==> src/rtl/cpu_pkg.sv <==
// Shared pipeline constants for the ID-stage hazard logic.
//   - Instruction field positions for the rs/rt source operands.
//   - The hard-wired zero register, which can never carry a hazard.
//   - Default latencies and counter width used by hazard_scoreboard.
package cpu_pkg;

    localparam int RS_MSB = 25;
    localparam int RS_LSB = 21;
    localparam int RT_MSB = 20;
    localparam int RT_LSB = 16;

    localparam int REG_ZERO = 0;

    localparam int DEF_LOAD_LAT = 1;
    localparam int DEF_MD_LAT   = 4;
    localparam int DEF_CNT_W    = 16;

endpackage

==> src/rtl/hazard_countdown.sv <==
// Loadable down-counter that reports busy while its count is non-zero.
//   clk_i       clock, rising edge
//   rst_n_i     asynchronous active-low reset, clears the count
//   load_i      load load_val_i (wins over decrement)
//   load_val_i  value to load
//   en_i        decrement enable; the count stops at zero
//   busy_o      count is non-zero
module hazard_countdown #(
    parameter int W = 4
) (
    input  logic         clk_i,
    input  logic         rst_n_i,
    input  logic         load_i,
    input  logic [W-1:0] load_val_i,
    input  logic         en_i,
    output logic         busy_o
);

    logic [W-1:0] cnt;

    always_ff @(posedge clk_i or negedge rst_n_i) begin
        if (!rst_n_i) begin
            cnt <= '0;
        end else if (load_i) begin
            cnt <= load_val_i;
        end else if (en_i && (cnt != '0)) begin
            cnt <= cnt - W'(1);
        end
    end

    assign busy_o = (cnt != '0);

endmodule

==> src/rtl/hazard_scoreboard.sv <==
// ID-stage hazard scoreboard: load-use stalls with a configurable stall
// length, plus a single-entry scoreboard for a multi-cycle mul/div unit.
//   clk_i, rst_n_i        clock / asynchronous active-low reset
//   instruction_i         IF/ID instruction (rs, rt fields)
//   id_uses_rs_i/_rt_i    ID instruction actually reads rs / rt
//   id_ex_rt_addr_i       destination of the instruction in ID/EX
//   id_ex_mem_read_i      ID/EX instruction is a load
//   md_issue_i, md_dst_i  mul/div issued from ID and its destination
//   dmem_busy_i           data memory miss, whole pipeline frozen
//   branch_taken_i        branch resolved taken in ID
//   stall_o               hold PC and IF/ID
//   bubble_o              zero ID/EX control
//   flush_o               squash IF/ID
//   md_busy_o             mul/div result pending
//   stall_count_o         saturating count of stalled cycles
module hazard_scoreboard
    import cpu_pkg::*;
#(
    parameter int REG_AW   = 5,
    parameter int LOAD_LAT = DEF_LOAD_LAT,
    parameter int MD_LAT   = DEF_MD_LAT,
    parameter int CNT_W    = DEF_CNT_W
) (
    input  logic              clk_i,
    input  logic              rst_n_i,
    input  logic [31:0]       instruction_i,
    input  logic              id_uses_rs_i,
    input  logic              id_uses_rt_i,
    input  logic [REG_AW-1:0] id_ex_rt_addr_i,
    input  logic              id_ex_mem_read_i,
    input  logic              md_issue_i,
    input  logic [REG_AW-1:0] md_dst_i,
    input  logic              dmem_busy_i,
    input  logic              branch_taken_i,
    output logic              stall_o,
    output logic              bubble_o,
    output logic              flush_o,
    output logic              md_busy_o,
    output logic [CNT_W-1:0]  stall_count_o
);

    localparam int LW = $clog2(LOAD_LAT + 1);
    localparam int MW = $clog2(MD_LAT + 1);

    logic [REG_AW-1:0] rs_addr;
    logic [REG_AW-1:0] rt_addr;
    logic [REG_AW-1:0] md_dst;
    logic              lu;
    logic              lu_hold;
    logic              md_pending;
    logic              md_data_hz;
    logic              md_struct_hz;
    logic              hz;
    logic              md_accept;
    logic              unused_instr_bits;

    // True when the ID instruction reads register a; register 0 never matches.
    function automatic logic id_reads(input logic [REG_AW-1:0] a,
                                      input logic [REG_AW-1:0] rs,
                                      input logic [REG_AW-1:0] rt,
                                      input logic              use_rs,
                                      input logic              use_rt);
        return (a != REG_AW'(REG_ZERO)) &&
               ((use_rs && (rs == a)) || (use_rt && (rt == a)));
    endfunction

    assign rs_addr = REG_AW'(instruction_i[RS_MSB:RS_LSB]);
    assign rt_addr = REG_AW'(instruction_i[RT_MSB:RT_LSB]);
    assign unused_instr_bits = ^{instruction_i[31:26], instruction_i[15:0]};

    assign lu = id_ex_mem_read_i &&
                id_reads(id_ex_rt_addr_i, rs_addr, rt_addr, id_uses_rs_i, id_uses_rt_i);

    assign md_data_hz = md_pending &&
                        id_reads(md_dst, rs_addr, rt_addr, id_uses_rs_i, id_uses_rt_i);
    assign md_struct_hz = md_issue_i && md_pending;

    assign hz        = lu || lu_hold || md_data_hz || md_struct_hz;
    assign stall_o   = hz || dmem_busy_i;
    // During a memory freeze every stage holds, so nothing may be bubbled.
    assign bubble_o  = hz && !dmem_busy_i;
    assign flush_o   = branch_taken_i && !stall_o;
    assign md_busy_o = md_pending;
    assign md_accept = md_issue_i && !stall_o;

    // The hazard cycle itself is the first stall cycle; the counter supplies
    // the remaining LOAD_LAT-1, paused while memory is frozen.
    hazard_countdown #(.W(LW)) u_load_cnt (
        .clk_i      (clk_i),
        .rst_n_i    (rst_n_i),
        .load_i     (lu),
        .load_val_i (LW'(LOAD_LAT - 1)),
        .en_i       (!dmem_busy_i),
        .busy_o     (lu_hold)
    );

    // The mul/div unit runs independently of the pipeline, so it always counts.
    hazard_countdown #(.W(MW)) u_md_cnt (
        .clk_i      (clk_i),
        .rst_n_i    (rst_n_i),
        .load_i     (md_accept),
        .load_val_i (MW'(MD_LAT)),
        .en_i       (1'b1),
        .busy_o     (md_pending)
    );

    always_ff @(posedge clk_i or negedge rst_n_i) begin
        if (!rst_n_i) begin
            md_dst <= '0;
        end else if (md_accept) begin
            md_dst <= md_dst_i;
        end
    end

    always_ff @(posedge clk_i or negedge rst_n_i) begin
        if (!rst_n_i) begin
            stall_count_o <= '0;
        end else if (stall_o && (stall_count_o != '1)) begin
            stall_count_o <= stall_count_o + CNT_W'(1);
        end
    end

endmodule

==> config.mk <==
export PLATFORM = sky130hd
export DESIGN_NAME = hazard_scoreboard
export DESIGN_NICKNAME = d
export VERILOG_FILES = /design/src/rtl/cpu_pkg.sv /design/src/rtl/hazard_countdown.sv /design/src/rtl/hazard_scoreboard.sv
export SDC_FILE = /design/constraint.sdc
export NUM_CORES = 1
export LEC_CHECK = 0
export CELL_PAD_IN_SITES_DETAIL_PLACEMENT = 1
export CELL_PAD_IN_SITES_GLOBAL_PLACEMENT = 1
export CORE_ASPECT_RATIO = 2
export CORE_MARGIN = 3
export CORE_UTILIZATION = 32
export DETAILED_ROUTE_END_ITERATION = 16
export PLACE_DENSITY = 0.89
export SLEW_MARGIN = 20
export SYNTH_ARGS = -nofsm -noshare
export SYNTH_HDL_FRONTEND = slang
export SYNTH_SLANG_ARGS = --single-unit
==> constraint.sdc <==
create_clock -name clk_i -period 4.7 [get_ports clk_i]
set_clock_uncertainty 0.05 [all_clocks]
set_input_delay 0.94 -clock clk_i [delete_from_list [all_inputs] [get_ports clk_i]]
set_output_delay 0.94 -clock clk_i [all_outputs]
set_load 0.01 [all_outputs]
* Yosys cells after proc, flatten, opt, wreduce, memory -nomap -nowiden
Index checks and enable logic that the tools add are counted.
** Storage, ports and cells
- Memory bits (read-only) :: 0
- Register bits :: 25
- Bits of input ports :: 50
- Bits in latches :: 0
- Memories :: 0
- Bits in writable memories :: 0
- Output and inout port bits :: 20
- Word-level logic and storage cells :: 43
** Cells by class
- $lt $le $gt $ge :: 0
- Muxes and demuxes :: 4
- Eq/ne operators :: 5
- Divide/modulo/power cells :: 0
- Multiply operators :: 0
- Shift operators :: 0
- Bitwise gates (word level) :: 0
- Reduce and logical (&&, ||, !) cells :: 27
- $add $sub $neg :: 3
** Operators with widths (number)
- $eq 5x5->1 :: 4
- $add 16x1->16 const B :: 1
- $ne 16x16->1 const B :: 1
- $logic_and 1x1->1 :: 14
- $reduce_bool 5->1 :: 2
- $logic_or 1x1->1 :: 6
- $mux 3 :: 2
- $reduce_bool 2->1 :: 2
- $reduce_bool 3->1 :: 1
- $sub 3x1->3 const B :: 1
- $logic_not 1->1 :: 2
- $mux 1 :: 2
- $sub 1x1->1 const B :: 1

* Logic depth before layout (Yosys ltp)
Gate-level depths: netlist of the first run.
- Word-level depth :: 12
- Depth in mapped cells :: 10
- Gate-level depth less buffers :: 8

* Modules after synthesis
Synthesis of the first run repeated with hierarchy kept, for this count alone.
** Unflattened totals
- Cells, all modules :: 159
- Area total of the unflattened synthesis :: 1599.0 sq um
** By module, submodules not included
- hazard_scoreboard :: times used 1, area each 1358.8 sq um, sequential area each 525.5 sq um, cells each 133
- hazard_countdown (u_md_cnt) :: times used 1, area each 196.4 sq um, sequential area each 75.1 sq um, cells each 22
- hazard_countdown (u_load_cnt) :: times used 1, area each 43.8 sq um, sequential area each 25.0 sq um, cells each 4

* Worst setup path after synthesis of the first run
Ideal clock, no wire load.
- Kind :: input to output
- From :: in id_ex_rt_addr_i[1]
- To :: out flush_o
- Slack :: 1.516 ns
- Data arrival time :: 2.194 ns
- Stages :: 4
- Buffers on the path :: 0
- Data required time :: 3.710 ns
- Path through :: or4_1 -> o21a_1 -> a32oi_4 -> and3_2
** On the way
- Longest elaborated chain between the ends :: 11
- Elaborated cells on any way between the ends :: 14
- Those cells by class :: eq/ne: 2; reduce/logical: 12
** RTL lines
- start, declared :: RTL line hazard_scoreboard.sv:29 : input logic [REG_AW-1:0] id_ex_rt_addr_i,
- $eq 5x5->1 :: RTL line hazard_scoreboard.sv:64 : ((use_rs && (rs == a)) || (use_rt && (rt == a)));
- $logic_and 1x1->1 :: RTL line hazard_scoreboard.sv:64
- $logic_or 1x1->1 :: RTL line hazard_scoreboard.sv:64
- $logic_and 1x1->1 * :: RTL line hazard_scoreboard.sv:63 : return (a != REG_AW'(REG_ZERO)) &&
- $logic_and 1x1->1 * :: RTL line hazard_scoreboard.sv:71 : assign lu = id_ex_mem_read_i &&
- $logic_or 1x1->1 * (3 in series) :: RTL line hazard_scoreboard.sv:78 : assign hz = lu || lu_hold || md_data_hz || md_struct_hz;
- $logic_or 1x1->1 * :: RTL line hazard_scoreboard.sv:79 : assign stall_o = hz || dmem_busy_i;
- $logic_not 1->1 * :: RTL line hazard_scoreboard.sv:82 : assign flush_o = branch_taken_i && !stall_o;
- $logic_and 1x1->1 * :: RTL line hazard_scoreboard.sv:82
- end, declared :: RTL line hazard_scoreboard.sv:37 : output logic flush_o,
Mark *: on every way between the ends. The rest lies on a longest branch, timed or not.

* Worst setup path in the final report of the first run
Ends and elaborated chain as after synthesis.

==> results of run 1 <==
## critical path, delay by kind of cell
family	cells	cell delay (ns)
buffers and inverters	2	1.01
AND/OR/NAND/NOR	2	0.81
AO/OA/AOI/OAI	2	0.54
## Yosys cell counts (2+ instances only)
master,number
a21oi_1,3
and3_1,3
and3_2,2
dfrtp_1,25
ha_1,3
inv_1,2
mux2_2,7
nand2_1,17
nand3_1,8
nand4_1,8
nor2_1,7
o22ai_1,2
xnor2_1,33
xor2_1,2
## worst paths after layout
check                                              start                            end  slack, ns  depth (start not counted)
max in group asynchronous                        rst_n_i  stall_count_o[12]$_DFFE_PN0P_       3.62                          1
setup reg to reg             u_md_cnt.cnt[0]$_DFFE_PN0P_   stall_count_o[1]$_DFFE_PN0P_       2.34                          7
hold reg to reg            stall_count_o[10]$_DFFE_PN0P_  stall_count_o[10]$_DFFE_PN0P_       0.46                          1
setup / recovery                      id_ex_rt_addr_i[1]                        flush_o       0.41                          6
hold / removal             stall_count_o[10]$_DFFE_PN0P_  stall_count_o[10]$_DFFE_PN0P_       0.46                          1
min in group asynchronous                        rst_n_i          md_dst[3]$_DFFE_PN0P_       0.61                          1
## sequential cells by signal, summed over array words and instances (netlist names)
signal	flops
u_md_cnt.cnt	3
md_dst	5
u_load_cnt.busy_o	1
stall_count_o	16
## cells by family after synthesis
| family | count (synthesis) | share of synthesized area |
|---|---|---|
| compound gates | 11 | 0.0690 |
| xor+xnor | 35 | 0.211 |
| simple gates | 51 | 0.183 |
| flops | 25 | 0.431 |
| buf+inv | 4 | 0.0181 |
| mux | 8 | 0.0613 |
| fa+ha+maj | 3 | 0.0259 |
## layout by cell type, fill, tap and decap left out, types with 2 or more instances in the layout
cell type	Yosys	routed
a21oi_1	3	3
and3_1	3	3
and3_2	2	2
clkbuf_8	0	3
clkdlybuf4s50_1	0	46
dfrtp_1	25	25
ha_1	3	3
inv_1	2	2
mux2_2	7	7
nand2_1	17	17
nand3_1	8	8
nand4_1	8	8
nor2_1	7	7
o22ai_1	2	2
xnor2_1	33	33
xor2_1	2	2
## cell type report
class	instances	area, um2	area share
repair buffers	47	465	0.232
multi-input cells	108	798	0.397
inverters	2	7.51	0.00374
flip-flops and latches	25	626	0.311
well taps	54	67.6	0.0336
clock buffers	4	45.0	0.0224
## power by group
group,total [mW],leakage [nW],switching (mW),internal [mW]
clock network,0.126,0.0228,0.0654,0.0606
logic,0.363,0.432,0.156,0.207
registers,0.355,0.318,0.0753,0.279
## through the flow
stage / total power [mW] / instance area [um2] / utilization
after floorplan: 0.571 / 1450 / -
after CTS: 0.861 / 2010 / 0.460
after detailed placement: 0.731 / 1970 / 0.449
after global routing: 0.907 / 2010 / 0.459
final: 0.843 / 2010 / 0.459
after global placement: 0.716 / 1970 / 0.449
## metal layers
layer	track usage	vias to the layer above	share of wire
met4	0.0728	0	0.022
met5	0	-	0
met3	0.0236	7	0.048
li1	-	573	-
met2	0.298	43	0.58
met1	0.135	578	0.35
==> reports/metrics.yaml, run 1 <==
drt:
  drt_first_pass_iters: 2
  vias: 1201
  routed_via_density: 5.00
  drt_iter0_markers: 11
  ant_nets: 0
  routed_wl_mm: 3.80
  detail_route.wl_per_cell_um: 15.8
  drc: 0
critical_path:
  arrival_ns: 3.30
  crit_path_max_incr_delay_ns: 0.57
  crit_required_ns: 3.71
  crit_fanout: 7
  worstPathCellList: "clkdlybuf4s50_1, or4_1, o21a_1, a32oi_4, and3_2, clkdlybuf4s50_1"
  crit_type: "in -> out"
  worstSetupEndpointType: "output port"
  critPathSlowestCell: "or4_1"
  startpoint_type: "input port"
  crit_top_cell: "clkdlybuf4s50_1"
placement:
  dpl.hpwl_mm: 3.09
  place_ws_ns: 0.366
  gp_congestion: 0.669
  port_buffers: 47
  dp.cells: 236
floorplan:
  ios: 70
  rows: 34
  dieArea_um2: 5420
  core_um2: 4380
  die_h_um: 101
  fp.dieW_um: 53.6
  initial_core_util: 0.331
timing:
  finalHoldViolations: 0
  setup_viol: 0
  maxSlewHeadroom: 0.621
  fin_crit_sh: 0.913
  timing.final.ws_setup_ns: 0.409
  fin_tns_setup_ns: 0
  worst_slew_pin_slew_ns: 0.568
  fmax_mhz: 233
  layout_min_cycle_time_ns: 4.29
  hold_slack_ns: 0.458
  slew_violations: 0
  rsz0062_at_grt: "false"
logic_synthesis:
  synth_seq_area_share: 0.431
  synth_top_area_frac: 0.431
  syn_nets: 190
  async_reset_ff_frac: 1.00
  synth.avg_cell_area_um2: 10.6
  post-synth-top-area-cell: "dfrtp_1"
  ys_warn_count: 0
  synthFlopType: "dfrtp_1"
  syn_area_um2: 1450
  ys_types: 29
  synth_edf_count: 0
  synthCells: 137
  synth_seq_cells: 25
  ys_top_cells_by_area: "dfrtp_1, xnor2_1, mux2_2"
cts:
  htree_levels: 1
  ctsRootBufferMaster: "clkbuf_8"
  clk-insertion-delay-late_ns: 0.27
  clkTransAtPathRegs_ns: 0.08
  cts.hold.buffers_added: 0
  clock_sinks: 25
  cts_setup_buffers: 0
  cts_tree: "done"
  cts_resized: 0
  numCtsBuffers: 3
  clk_path_buf_depth: 2
finish:
  final_nets: 240
  area_growth_pct: 38.6
  drive_gt1_frac: 0.0914
  instances_no_fill: 240
  n_antenna_cell: 0
  nFillCells: 513
global_route:
  track_usage: 0.150
  antenna_found_initial: 0
  grt_pass1_wl_mm: 5.93
  grt_max_degree: 26
  grt_pass1_vias: 1354
  globalRoute.totalOverflow: 0
outcome:
  status: "finished clean"
pwr:
  power_density_nw_per_um2: 420
  vdd_ir_drop_max_v: 0.000236
  leakage_nw: 0.772
hold_path:
  hp-class: "reg -> reg"
run:
  cap_violations: 0
Note: power is estimated with default switching activity, not from simulation.
==> run 2, diff against run 1 <==
CAP_MARGIN = 5   (was not set)
==> results of run 2 <==
Same layout as run 1: the final DEF is identical, and so are final timing and power.
